## src/rtl/resp_pkg.sv

```systemverilog
// Shared types, frame lengths and ASCII constants for the response formatter.
// RESP_HELP_TEXT_EN selects whether code 3 decodes to HELP or falls back to FAIL.
package resp_pkg;

    typedef enum logic [2:0] {
        RESP_OK     = 3'd0,
        RESP_FAIL   = 3'd1,
        RESP_STATUS = 3'd2,
        RESP_HELP   = 3'd3
    } resp_code_e;

    typedef enum logic [1:0] {
        ST_IDLE = 2'd0,
        ST_SEND = 2'd1,
        ST_GAP  = 2'd2
    } fmt_state_e;

    localparam int IDX_W = 6;

    localparam logic [IDX_W-1:0] LEN_OK     = 6'd4;
    localparam logic [IDX_W-1:0] LEN_FAIL   = 6'd6;
    localparam logic [IDX_W-1:0] LEN_STATUS = 6'd17;
    localparam logic [IDX_W-1:0] LEN_HELP   = 6'd36;

    localparam logic [7:0] ASCII_CR   = 8'h0D;
    localparam logic [7:0] ASCII_LF   = 8'h0A;
    localparam logic [7:0] ASCII_ZERO = 8'h30;
    localparam logic [7:0] ASCII_EQ   = 8'h3D;
    localparam logic [7:0] ASCII_SP   = 8'h20;

    // Unknown codes (and HELP when its text is not built in) collapse to FAIL.
    function automatic resp_code_e decode_code(input logic [2:0] raw);
        resp_code_e code;
        case (raw)
            3'd0:    code = RESP_OK;
            3'd2:    code = RESP_STATUS;
`ifdef RESP_HELP_TEXT_EN
            3'd3:    code = RESP_HELP;
`endif
            default: code = RESP_FAIL;
        endcase
        return code;
    endfunction

    function automatic logic [IDX_W-1:0] frame_len(input resp_code_e code);
        logic [IDX_W-1:0] len;
        case (code)
            RESP_OK:     len = LEN_OK;
            RESP_STATUS: len = LEN_STATUS;
            RESP_HELP:   len = LEN_HELP;
            default:     len = LEN_FAIL;
        endcase
        return len;
    endfunction

    // Clamp to 99, then split into {tens, units} by repeated subtraction.
    function automatic logic [7:0] duty_digits(input logic [6:0] duty);
        logic [6:0] rem;
        logic [3:0] tens;
        rem  = (duty > 7'd99) ? 7'd99 : duty;
        tens = 4'd0;
        for (int i = 0; i < 9; i++) begin
            if (rem >= 7'd10) begin
                rem  = rem - 7'd10;
                tens = tens + 4'd1;
            end
        end
        return {tens, 4'(rem)};
    endfunction

endpackage

```

## src/rtl/resp_char_rom.sv

```systemverilog
// Combinational character lookup: (code, byte index, digits) -> ASCII byte.
// The HELP text table exists only when RESP_HELP_TEXT_EN is defined.
module resp_char_rom
    import resp_pkg::*;
(
    input  resp_code_e       code,
    input  logic [IDX_W-1:0] idx,
    input  logic [3:0]       tens,
    input  logic [3:0]       units,
    input  logic [1:0]       pow2,
    input  logic [1:0]       pow5,
    output logic [7:0]       char_out
);

`ifdef RESP_HELP_TEXT_EN
    localparam int HELP_LEN      = int'(LEN_HELP);
    localparam int HELP_BODY_LEN = HELP_LEN - 2;
    localparam logic [8*HELP_BODY_LEN-1:0] HELP_TEXT = "CMDS: HELP STATUS DCnn POW2n POW5n";

    logic [7:0] help_table [0:HELP_LEN-1];

    for (genvar gi = 0; gi < HELP_BODY_LEN; gi++) begin : g_help_text
        assign help_table[gi] = HELP_TEXT[8*(HELP_BODY_LEN-1-gi) +: 8];
    end
    assign help_table[HELP_LEN-2] = ASCII_CR;
    assign help_table[HELP_LEN-1] = ASCII_LF;
`endif

    always_comb begin
        char_out = 8'h00;
        case (code)
            RESP_OK: begin
                case (idx)
                    6'd0:    char_out = "O";
                    6'd1:    char_out = "K";
                    6'd2:    char_out = ASCII_CR;
                    6'd3:    char_out = ASCII_LF;
                    default: char_out = 8'h00;
                endcase
            end
            RESP_STATUS: begin
                case (idx)
                    6'd0:    char_out = "D";
                    6'd1:    char_out = "C";
                    6'd2:    char_out = ASCII_EQ;
                    6'd3:    char_out = ASCII_ZERO + {4'd0, tens};
                    6'd4:    char_out = ASCII_ZERO + {4'd0, units};
                    6'd5:    char_out = ASCII_SP;
                    6'd6:    char_out = "P";
                    6'd7:    char_out = "2";
                    6'd8:    char_out = ASCII_EQ;
                    6'd9:    char_out = ASCII_ZERO + {6'd0, pow2};
                    6'd10:   char_out = ASCII_SP;
                    6'd11:   char_out = "P";
                    6'd12:   char_out = "5";
                    6'd13:   char_out = ASCII_EQ;
                    6'd14:   char_out = ASCII_ZERO + {6'd0, pow5};
                    6'd15:   char_out = ASCII_CR;
                    6'd16:   char_out = ASCII_LF;
                    default: char_out = 8'h00;
                endcase
            end
`ifdef RESP_HELP_TEXT_EN
            RESP_HELP: begin
                if (idx < LEN_HELP) begin
                    char_out = help_table[idx];
                end
            end
`endif
            default: begin
                case (idx)
                    6'd0:    char_out = "F";
                    6'd1:    char_out = "A";
                    6'd2:    char_out = "I";
                    6'd3:    char_out = "L";
                    6'd4:    char_out = ASCII_CR;
                    6'd5:    char_out = ASCII_LF;
                    default: char_out = 8'h00;
                endcase
            end
        endcase
    end

endmodule

```

## src/rtl/response_formatter.sv

```systemverilog
// Turns a response request into an ASCII frame streamed byte-by-byte to a UART TX.
// Define RESP_HELP_TEXT_EN to build in the 36-byte HELP text for code 3.
module response_formatter
    import resp_pkg::*;
#(
    parameter int GAP_CYCLES = 0
) (
    input  logic       clk,
    input  logic       rst,
    input  logic       req_valid,
    output logic       req_ready,
    input  logic [2:0] req_code,
    input  logic [6:0] duty_cycle,
    input  logic [1:0] pow2,
    input  logic [1:0] pow5,
    output logic [7:0] tx_data,
    output logic       tx_valid,
    input  logic       tx_ready,
    output logic       frame_done
);

    localparam logic [3:0] GAP_M1 = (GAP_CYCLES > 0) ? 4'(GAP_CYCLES - 1) : 4'd0;

    fmt_state_e       state_reg;
    resp_code_e       code_reg;
    logic [IDX_W-1:0] byte_idx_reg;
    logic [3:0]       gap_cnt_reg;
    logic [3:0]       tens_reg;
    logic [3:0]       units_reg;
    logic [1:0]       pow2_reg;
    logic [1:0]       pow5_reg;
    logic [7:0]       tx_data_reg;
    logic             tx_valid_reg;
    logic             frame_done_reg;
    logic             req_ready_reg;

    resp_code_e       req_code_dec;
    logic [7:0]       req_digits;
    logic             accept;
    logic             xfer;
    logic             last_byte;

    resp_code_e       rom_code;
    logic [IDX_W-1:0] rom_idx;
    logic [3:0]       rom_tens;
    logic [3:0]       rom_units;
    logic [1:0]       rom_pow2;
    logic [1:0]       rom_pow5;
    logic [7:0]       rom_char;

    assign req_code_dec = decode_code(req_code);
    assign req_digits   = duty_digits(duty_cycle);
    assign accept       = req_valid && req_ready_reg;
    assign xfer         = tx_valid_reg && tx_ready;
    assign last_byte    = (byte_idx_reg == frame_len(code_reg) - 6'd1);

    // The ROM always looks up the byte that will be loaded at the next edge:
    // byte 0 of the incoming request in IDLE, the following byte in SEND,
    // and the already-advanced index while waiting out a gap.
    always_comb begin
        rom_code  = code_reg;
        rom_idx   = byte_idx_reg;
        rom_tens  = tens_reg;
        rom_units = units_reg;
        rom_pow2  = pow2_reg;
        rom_pow5  = pow5_reg;
        case (state_reg)
            ST_IDLE: begin
                rom_code  = req_code_dec;
                rom_idx   = '0;
                rom_tens  = req_digits[7:4];
                rom_units = req_digits[3:0];
                rom_pow2  = pow2;
                rom_pow5  = pow5;
            end
            ST_SEND: rom_idx = byte_idx_reg + 6'd1;
            default: ;
        endcase
    end

    resp_char_rom u_char_rom (
        .code     (rom_code),
        .idx      (rom_idx),
        .tens     (rom_tens),
        .units    (rom_units),
        .pow2     (rom_pow2),
        .pow5     (rom_pow5),
        .char_out (rom_char)
    );

    always_ff @(posedge clk or posedge rst) begin
        if (rst) begin
            state_reg      <= ST_IDLE;
            code_reg       <= RESP_OK;
            byte_idx_reg   <= '0;
            gap_cnt_reg    <= '0;
            tens_reg       <= '0;
            units_reg      <= '0;
            pow2_reg       <= '0;
            pow5_reg       <= '0;
            tx_data_reg    <= 8'h00;
            tx_valid_reg   <= 1'b0;
            frame_done_reg <= 1'b0;
            req_ready_reg  <= 1'b0;
        end else begin
            frame_done_reg <= 1'b0;
            case (state_reg)
                ST_IDLE: begin
                    req_ready_reg <= 1'b1;
                    if (accept) begin
                        code_reg      <= req_code_dec;
                        tens_reg      <= req_digits[7:4];
                        units_reg     <= req_digits[3:0];
                        pow2_reg      <= pow2;
                        pow5_reg      <= pow5;
                        byte_idx_reg  <= '0;
                        tx_data_reg   <= rom_char;
                        tx_valid_reg  <= 1'b1;
                        req_ready_reg <= 1'b0;
                        state_reg     <= ST_SEND;
                    end
                end
                ST_SEND: begin
                    if (xfer) begin
                        if (last_byte) begin
                            state_reg      <= ST_IDLE;
                            byte_idx_reg   <= '0;
                            tx_valid_reg   <= 1'b0;
                            frame_done_reg <= 1'b1;
                            req_ready_reg  <= 1'b1;
                        end else begin
                            byte_idx_reg <= byte_idx_reg + 6'd1;
                            if (GAP_CYCLES == 0) begin
                                tx_data_reg <= rom_char;
                            end else begin
                                tx_valid_reg <= 1'b0;
                                gap_cnt_reg  <= GAP_M1;
                                state_reg    <= ST_GAP;
                            end
                        end
                    end
                end
                ST_GAP: begin
                    if (gap_cnt_reg == 4'd0) begin
                        tx_data_reg  <= rom_char;
                        tx_valid_reg <= 1'b1;
                        state_reg    <= ST_SEND;
                    end else begin
                        gap_cnt_reg <= gap_cnt_reg - 4'd1;
                    end
                end
                default: state_reg <= ST_IDLE;
            endcase
        end
    end

    assign req_ready  = req_ready_reg;
    assign tx_data    = tx_data_reg;
    assign tx_valid   = tx_valid_reg;
    assign frame_done = frame_done_reg;

endmodule

```

## config.mk

```make
export PLATFORM = sky130hd
export DESIGN_NAME = response_formatter
export DESIGN_NICKNAME = d
export VERILOG_FILES = /design/src/rtl/resp_pkg.sv /design/src/rtl/resp_char_rom.sv /design/src/rtl/response_formatter.sv
export SDC_FILE = /design/constraint.sdc
export NUM_CORES = 1
export LEC_CHECK = 0
export CAP_MARGIN = 20
export CORE_MARGIN = 5
export CORE_UTILIZATION = 61
export CTS_CLUSTER_DIAMETER = 100
export CTS_CLUSTER_SIZE = 16
export DETAILED_ROUTE_END_ITERATION = 10
export GPL_TIMING_DRIVEN = 1
export PLACE_DENSITY = 0.82
export RECOVER_POWER = 50
export SKIP_CTS_REPAIR_TIMING = 1
export SLEW_MARGIN = 40
export SYNTH_ARGS = -nofsm -noshare
export SYNTH_HDL_FRONTEND = slang
export SYNTH_SLANG_ARGS = --single-unit
```

## constraint.sdc

```tcl
create_clock -name clk -period 3 [get_ports clk]
set_input_delay 0.3 -clock clk [delete_from_list [all_inputs] [get_ports clk]]
set_output_delay 0.3 -clock clk [all_outputs]
set_load 0.02 [all_outputs]
```

# After elaboration in Yosys (flattened, before gate mapping)
# Index checks and enable logic that the tools add are counted.
# totals
register_bits	38
wordCells	152
out_inout_bits	11
# classes
muxes	57
eq_ne	28
magnitude_cmp	10
add_sub_neg	24
reduce_logical	20
bitwise_logic	1
# op_table
cell	count
$pmux W8 S13	1
$ge A7 B4 Y1 const B	9
$mux W7	9
$sub A7 B4 Y7 const B	8
$eq A6 B4 Y1 const B	8
$mux W4	11
$pmux W7 S6	1
$add A4 B1 Y4 const B	8
$mux W8	4
$pmux W7 S4	1
$eq A6 B3 Y1 const B	4
$pmux W6 S2	2
$pmux W8 S3	1
$mux W6	3
$pmux W6 S3	1
$pmux W8 S2	1
$add A6 B2 Y7 const A	2
$add A6 B4 Y7 const A	2
$eq A3 B2 Y1 const B	4
$eq A6 B2 Y1 const B	2
$mux W2	6
$mux W1	11
$ne A2 B2 Y1 const B	5
$reduce_and A5 Y1	2
28 further kinds	34

# Longest topological paths before layout
# Gate-level depths: netlist of run 1.
# logic_depth
depth_word	27
mapped_depth	49
depth_no_buf	44

# Cells and area by module
# From an unflattened synthesis of run 1, not the netlist that was laid out.
# hier_totals
cells_unflattened	596
hier_area_um2	4584.4
# by_module_without_submodules
mod	seq_area_each_um2	cells_per_inst	n_inst	area_each_um2
response_formatter	775.7	506	1	4051.4
resp_char_rom	0.0	90	1	533.0

# Worst setup path after synthesis of run 1
# OpenSTA, ideal clock, no wires.
# synth_timing
kind	in2reg
startpoint	input duty_cycle[3]
endpoint	register units_reg[2]
required_time_ns	2.922
setup_ns	0.078
cell_stages	46
setup_slack_ns	-6.566
path_buffers	6
arrival_time_ns	9.488
cell_sequence	buf_2 > o311a_1 > nor2_1 > inv_1 > ha_1 > and4bb_2 > or4_4 > clkbuf_1 > o21ai_0 > inv_1 > ha_1 > clkbuf_1 > o21a_1 > o21ai_0 > inv_1 > xnor2_1 > inv_1 > clkbuf_1 > [... 10 more ...] > or3_1 > nand3_1 > nand2b_1 > buf_6 > mux2i_1 > ha_1 > a22oi_1 > o211ai_2 > buf_2 > nor2_1 > a21oi_1 > ha_1 > inv_1 > a311oi_1 > o31ai_2 > a31oi_4 > mux2_2 > o21ai_1
# synth_via
elab_chain_len	20
# synth_rtl
item	line_no	text
from (decl)	response_formatter.sv:13	input logic [6:0] duty_cycle,
$gt A7 B7 Y1	resp_pkg.sv:60	rem = (duty > 7'd99) ? 7'd99 : duty;
$mux W7 *	resp_pkg.sv:60	
$sub A7 B4 Y7 / $ge A7 B4 Y1 (equally long branches)	resp_pkg.sv:64, resp_pkg.sv:63	
$mux W7 *	resp_pkg.sv:63	if (rem >= 7'd10) begin
$sub A7 B4 Y7 / $ge A7 B4 Y1 (equally long branches)	resp_pkg.sv:64, resp_pkg.sv:63	
$mux W7 *	resp_pkg.sv:63	
$sub A7 B4 Y7 / $ge A7 B4 Y1 (equally long branches)	resp_pkg.sv:64, resp_pkg.sv:63	
$mux W7 *	resp_pkg.sv:63	
[... 4 more ...]	--	
$sub A7 B4 Y7 / $ge A7 B4 Y1 (equally long branches)	resp_pkg.sv:64, resp_pkg.sv:63	
$mux W7 *	resp_pkg.sv:63	
$sub A7 B4 Y7 / $ge A7 B4 Y1 (equally long branches)	resp_pkg.sv:64, resp_pkg.sv:63	
$mux W7 *	resp_pkg.sv:63	
$sub A7 B4 Y7 / $ge A7 B4 Y1 (equally long branches)	resp_pkg.sv:64, resp_pkg.sv:63	
$mux W7 *	resp_pkg.sv:63	
$ge A7 B4 Y1 / $sub A4 B4 Y4 (equally long branches)	resp_pkg.sv:63, resp_pkg.sv:64	
$mux W4 *	resp_pkg.sv:63	
to (signal assigned)	response_formatter.sv:113	units_reg <= req_digits[3:0];
to (decl)	response_formatter.sv:29	logic [3:0] units_reg;
# Every way passes the cells marked *; elsewhere a longest branch is shown, timed or not.
# A chain may end at the register's enable or synchronous reset.

# Worst setup path in the final report of run 1
# layout_timing
startpoint	input duty_cycle[4]
endpoint	register tens_reg[2]
# layout_via
elab_chain_len	20
# layout_rtl
item	line_no	text
$gt A7 B7 Y1	resp_pkg.sv:60	
$mux W7 *	resp_pkg.sv:60	
$sub A7 B4 Y7 / $ge A7 B4 Y1 (equally long branches)	resp_pkg.sv:64, resp_pkg.sv:63	
$mux W7 / $mux W1 (equally long branches)	resp_pkg.sv:63	
$sub A7 B4 Y7, or another cell as far along	resp_pkg.sv:64	rem = rem - 7'd10;
$mux W7 / $mux W4 (equally long branches)	resp_pkg.sv:63	
$sub A7 B4 Y7, or another cell as far along	resp_pkg.sv:64	
$mux W7 / $mux W4 (equally long branches)	resp_pkg.sv:63	
[... 4 more ...]	--	
$sub A7 B4 Y7, or another cell as far along	resp_pkg.sv:64	
$mux W7 / $mux W4 (equally long branches)	resp_pkg.sv:63	
$sub A7 B4 Y7, or another cell as far along	resp_pkg.sv:64	
$mux W7 / $mux W4 (equally long branches)	resp_pkg.sv:63	
$sub A7 B4 Y7, or another cell as far along	resp_pkg.sv:64	
$mux W7 / $mux W4 (equally long branches)	resp_pkg.sv:63	
$ge A7 B4 Y1 / $add A4 B1 Y4 (equally long branches)	resp_pkg.sv:63, resp_pkg.sv:65	
$mux W4 *	resp_pkg.sv:63	
to (signal assigned)	response_formatter.sv:112	tens_reg <= req_digits[7:4];
to (decl)	response_formatter.sv:28	logic [3:0] tens_reg;
# Marks and branches as above.

==> results of run 1 <==
==> worst paths after layout <==
path,slack [ns],endpoint,start,depth (start not counted)
max,-5.22,tens_reg[2],duty_cycle[4],41
min,0.50,tx_data[0],tx_data[0],1
max reg2reg,0.17,tx_data[3],byte_idx_reg[2],13
min reg2reg,0.50,tx_data[0],tx_data[0],1
max in group asynchronous,0.87,tx_data[6],rst,3
min in group asynchronous,1.10,pow2_reg[0],rst,3
==> placed cells by master (no fill, tap or decap), types with 5 or more instances in the layout <==
cell type | synthesis | final
o31ai_1 | 7 | 7
nand2_1 | 73 | 71
o21ai_1 | 7 | 8
nand2b_1 | 9 | 7
o211ai_1 | 8 | 8
clkdlybuf4s50_1 | 0 | 19
xnor2_1 | 24 | 17
ha_1 | 21 | 13
ha_4 | 0 | 5
a211oi_1 | 7 | 7
a21oi_1 | 33 | 28
and2_1 | 5 | 5
mux2i_1 | 8 | 5
a211o_1 | 5 | 5
nor2_1 | 43 | 40
mux2_2 | 14 | 13
and3_1 | 6 | 6
nor2b_1 | 6 | 6
or2_2 | 6 | 5
a21o_1 | 5 | 5
o21ai_0 | 39 | 34
xor2_1 | 15 | 14
nor3_1 | 17 | 14
o22ai_1 | 6 | 6
clkbuf_8 | 0 | 6
nand3_1 | 18 | 17
o21a_1 | 7 | 6
o221ai_1 | 5 | 5
dfrtp_1 | 30 | 30
a21oi_2 | 2 | 6
nand4_1 | 5 | 5
inv_1 | 25 | 20
buf_4 | 1 | 154
==> metrics by stage <==
step           instances  setup TNS (ns)  setup slack, ns  util (%)
2_1_floorplan        578          -37.28            -5.52         -
3_3_place_gp         822          -34.55            -5.03      86.5
3_5_place_dp         822          -37.49            -5.52      86.5
4_1_cts              830          -35.86            -5.28      87.8
5_1_grt              840          -37.53            -5.50      91.8
6_report             840          -35.57            -5.22      91.8
==> cell families (layout without fill, tap and decap cells) <==
family	after synthesis	in the layout	share of synthesized area, %
simple gates	222	222	25.9
mux	25	25	6.70
other cells	1	1	0.0877
compound gates	185	185	30.1
flops	30	30	17.6
xor+xnor	40	40	8.37
fa+ha+maj	21	21	6.15
buf+inv	54	220	5.18
==> area by class of cell <==
cell class | count | area, sq um | area share [%]
flip-flops and latches | 30 | 751 | 12.0
inverters | 26 | 105 | 1.68
repair buffers | 186 | 1490 | 23.9
well taps | 96 | 120 | 1.93
multi-input cells | 494 | 3680 | 59.0
clock inverters | 1 | 5.00 | 0.0802
clock buffers | 7 | 86.3 | 1.38
==> routing by layer <==
metal | vias up | routed length, um
met4 | 0 | 1740
met1 | 2666 | 6270
met5 | - | 0
li1 | 2470 | -
met3 | 210 | 2190
met2 | 579 | 8520
==> results.json, run 1 <==
{
  "status": "finished with violations",
  "first_pass_iters": 7,
  "routabilityCongestion": 0.982,
  "cp_common_cell": "ha_4",
  "antenna_found_initial": 0,
  "path_clk_slew_ns": 0.07,
  "grtUsageTotal_pct": 33.8,
  "drv_cap": 1,
  "finClkSkew_ns": 0.0114,
  "start_kind": "input pin",
  "fillers": 288,
  "synth-edff-count": 0,
  "async_flop_share_pct": 100,
  "rows": 30,
  "die_y_um": 93.7,
  "die_x_um": 93.7,
  "grt_pass1_wl_um": 24400,
  "hp-class": "reg -> reg",
  "synth_area_per_cell_sq_um": 7.39,
  "initial_utilization_pct": 62.9,
  "crit_slowest_cell": "or4_4",
  "wirelength_um": 18700,
  "final_max_slew_viol_count": 31,
  "dp_hpwl_um": 11300,
  "crit_path_end_kind": "flip-flop",
  "setup_ws_ns": -5.22,
  "area_delta_synth_final_pct": 46.0,
  "cts_tree": "yes",
  "hold_viol": 0,
  "violations": "max-capacitance violations, max-slew violations, negative setup slack",
  "post-route-period-util_pct": 274,
  "drc_errors": 0,
  "cts_max_level": 2,
  "yosysMostFrequentCell": "nand2_1",
  "dpl-instance-area_sq_um": 5870,
  "setup_viol": 7,
  "cp.required_ns": 3.20,
  "rsz0062_at_grt": "yes",
  "pin_count": 29,
  "crit_family": "compound AO/OA/AOI/OAI gates",
  "syn-num-nets": 617,
  "maxSlewHeadroom_pct": -18.2,
  "ys_ff_latch": 30,
  "drt_iter0_drc": 827,
  "antenna_cells": 0,
  "max_stage_delay_ns": 0.58,
  "top_usage_layer": "met2",
  "syn_area_sq_um": 4270,
  "coreArea_sq_um": 6790,
  "cp_max_fo": 6,
  "tightest_slew_ns": 1.77,
  "ctsLongestPathBuffers": 2,
  "ys_types": 84,
  "cts-buffers-inserted": 5,
  "fin_crit_ns": 8.22,
  "synthFlopType": "dfrtp_1",
  "arrival_ns": 8.42,
  "yosysWarnings": 0,
  "yosysTopAreaCellShare_pct": 17.6,
  "clock-sinks": 30,
  "num-nets-final": 782,
  "drive_above_1_share_pct": 34.0,
  "grt_start_max_net_pins": 31,
  "whs_ns": 0.496,
  "cts_root_buf": "clkbuf_8",
  "yosysSeqAreaShare_pct": 17.6,
  "vias": 5925,
  "largest_reg_flops": 7,
  "wire_per_inst_um": 22.3,
  "synth_common_cells": "nand2_1 (73), nor2_1 (43), o21ai_0 (39)",
  "use_met3_pct": 4.25,
  "yosys-top-cells-area": "dfrtp_1 (18%), nand2_1 (6.4%), ha_1 (6.1%), xnor2_1 (4.9%), o21ai_0 (4.6%)",
  "yosysTopAreaCell": "dfrtp_1",
  "die-area_sq_um": 8780,
  "stdcell_area_sq_um": 6240,
  "insertion_delay_ns": 0.30,
  "synth_cells": 578,
  "clock.fmax_mhz": 122,
  "crit_buf_inv": 8,
  "final_antenna_net_count": 0,
  "io_buffers": 27,
  "use_met2_pct": 58.4,
  "use_met1_pct": 41.5,
  "grt_overflow": 0,
  "grt_pass1_vias": 5304,
  "crit_type": "in -> reg",
  "viasPerCell": 7.05
}
Power of run 1 is left out: the tool's default activity adds up to more than one toggle a clock period on the data nets, which glitch-free logic cannot reach.
==> run 2, diff against run 1 <==
--- a/config.mk
+++ b/config.mk
@@ -7,12 +7,12 @@
 export LEC_CHECK = 0
 export CAP_MARGIN = 20
 export CORE_MARGIN = 5
-export CORE_UTILIZATION = 61
+export CORE_UTILIZATION = 65
 export CTS_CLUSTER_DIAMETER = 100
 export CTS_CLUSTER_SIZE = 16
 export DETAILED_ROUTE_END_ITERATION = 10
 export GPL_TIMING_DRIVEN = 1
-export PLACE_DENSITY = 0.82
+export PLACE_DENSITY = 0.87
 export RECOVER_POWER = 50
 export SKIP_CTS_REPAIR_TIMING = 1
 export SLEW_MARGIN = 40
==> constraint.sdc (replaced) <==
create_clock -name clk -period 9.9 [get_ports clk]
set_input_delay 0.99 -clock clk [delete_from_list [all_inputs] [get_ports clk]]
set_output_delay 0.99 -clock clk [all_outputs]
set_load 0.1 [all_outputs]
==> run 2 against run 1 <==
Compared with the run above: the flow finishes with violations (max-capacitance violations, max-slew violations); register-to-register slack improved by 6.3 ns; critical path depth rose by 1; clock-buffer cell count did not move; utilization fell by 14 points; final cell count fell by 17%; routed wire length fell by 35%; final area fell by 20%; critical endpoint is now tens_reg[3].
==> results.json, run 2 (synthesized netlist as in run 1, its figures left out) <==
{
  "status": "finished with violations",
  "violations": "max-capacitance violations, max-slew violations",
  "rows": 29,
  "final_max_slew_viol_count": 31,
  "insertion_delay_ns": 0.29,
  "largest_reg_flops": 7,
  "drt_iter0_drc": 443,
  "clock.fmax_mhz": 104,
  "mostFrequentLayoutCells": "nand2_1 (73), nor2_1 (41), o21ai_0 (36), buf_4 (36), a21oi_1 (31)",
  "routabilityCongestion": 1.00,
  "grt_start_max_net_pins": 34,
  "wirelength_um": 12200,
  "max_stage_delay_ns": 0.67,
  "grt_pass1_wl_um": 19300,
  "crit_slowest_cell": "or4b_1",
  "cts_max_level": 2,
  "wire_per_inst_um": 17.5,
  "crit_path_end_kind": "flip-flop",
  "fin_crit_ns": 9.64,
  "cp_max_fo": 7,
  "cp.required_ns": 10.12,
  "pin_count": 29,
  "layout_commonest_cell": "nand2_1",
  "ctsLongestPathBuffers": 2,
  "cts_root_buf": "clkbuf_8",
  "drive_above_1_share_pct": 17.0,
  "initial_utilization_pct": 66.9,
  "die_x_um": 91.1,
  "setup_viol": 0,
  "num-nets-final": 660,
  "hold_viol": 0,
  "first_pass_iters": 5,
  "cts-buffers-inserted": 5,
  "antenna_cells": 0,
  "arrival_ns": 9.85,
  "grt_overflow": 0,
  "post-route-period-util_pct": 97.4,
  "die-area_sq_um": 8300,
  "grtUsageTotal_pct": 26.7,
  "dr_wl_met2_um": 5920,
  "vias": 4703,
  "io_buffers": 27,
  "path_clk_slew_ns": 0.06,
  "finClkSkew_ns": 0.00923,
  "highest_layer": "met4",
  "cts_tree": "yes",
  "wl_met3_um": 936,
  "area_delta_synth_final_pct": 16.4,
  "cp_common_cell": "inv_1",
  "crit_type": "in -> reg",
  "hp-class": "reg -> reg",
  "antenna_found_initial": 0,
  "viasPerCell": 6.73,
  "final_antenna_net_count": 0,
  "drv_cap": 1,
  "start_kind": "input pin",
  "drc_errors": 0,
  "tightest_slew_ns": 1.70,
  "clock-sinks": 30,
  "coreArea_sq_um": 6390,
  "m1WireLength_um": 5170,
  "die_y_um": 91.1,
  "dp_hpwl_um": 8880,
  "fillers": 483,
  "whs_ns": 0.478,
  "maxSlewHeadroom_pct": -13.1,
  "grt_pass1_vias": 4239
}
[run 2: cell count changes in the layout (fill, tap and decap cells not counted), moves of 5 or more]
cell and delta:
buf_2 +10, ha_1 +7, clkdlybuf4s50_1 -5, buf_4 -118
ha_4 -5
[run 2: cell type report]
class | count | area [sq um] | share of cell area (%)
Clock inverter | 1 | 5.00 | 0.101
Clock buffer | 7 | 86.3 | 1.74
Sequential cell | 30 | 751 | 15.1
Timing Repair Buffer | 64 | 494 | 9.93
Tap cell | 77 | 96.3 | 1.94
Inverter | 26 | 97.6 | 1.96
Multi-Input combinational cell | 494 | 3440 | 69.2
[run 2: routing by layer]
metal / track usage [%] / vias to the layer above
met2: 45.4 / 250
met4: 5.26 / 0
met5: 0 / -
met3: 3.55 / 35
li1: - / 2229
met1: 36.3 / 2189
[run 2: worst paths after layout]
check | start | end | slack (ns) | cells after the start
min in group asynchronous | rst | units_reg[0] | 1.74 | 3
setup reg to reg | byte_idx_reg[0] | tx_data[1] | 6.43 | 7
hold reg to reg | units_reg[3] | units_reg[3] | 0.48 | 2
max in group asynchronous | rst | byte_idx_reg[2] | 7.17 | 3
setup / recovery | duty_cycle[3] | tens_reg[3] | 0.26 | 42
hold / removal | units_reg[3] | units_reg[3] | 0.48 | 2
[run 2: per-stage QoR]
| stage | setup slack [ns] | cell area (sq um) | setup TNS (ns) | cells | util [%] |
|---|---|---|---|---|---|
| 6_report | 0.261 | 4970 | 0 | 699 | 77.9 |
| 3_5_place_dp | -0.267 | 4680 | -0.963 | 679 | 73.3 |
| 5_1_grt | -0.161 | 4970 | -0.674 | 699 | 77.9 |
| 3_3_place_gp | 0.145 | 4730 | 0 | 679 | 74.1 |
| 2_1_floorplan | 0.0379 | 4300 | 0 | 578 | - |
| 4_1_cts | 0.000559 | 4770 | 0 | 687 | 74.7 |
[run 2: worst max-delay path, delay by kind of cell]
kind	cells	cell delay [ns]
simple gates	12	3.41
compound gates	11	2.39
buf+inv	9	1.23
fa+ha+maj	6	1.13
xor+xnor	3	0.42
mux	1	0.29
Power of run 2 is left out for the same reason.
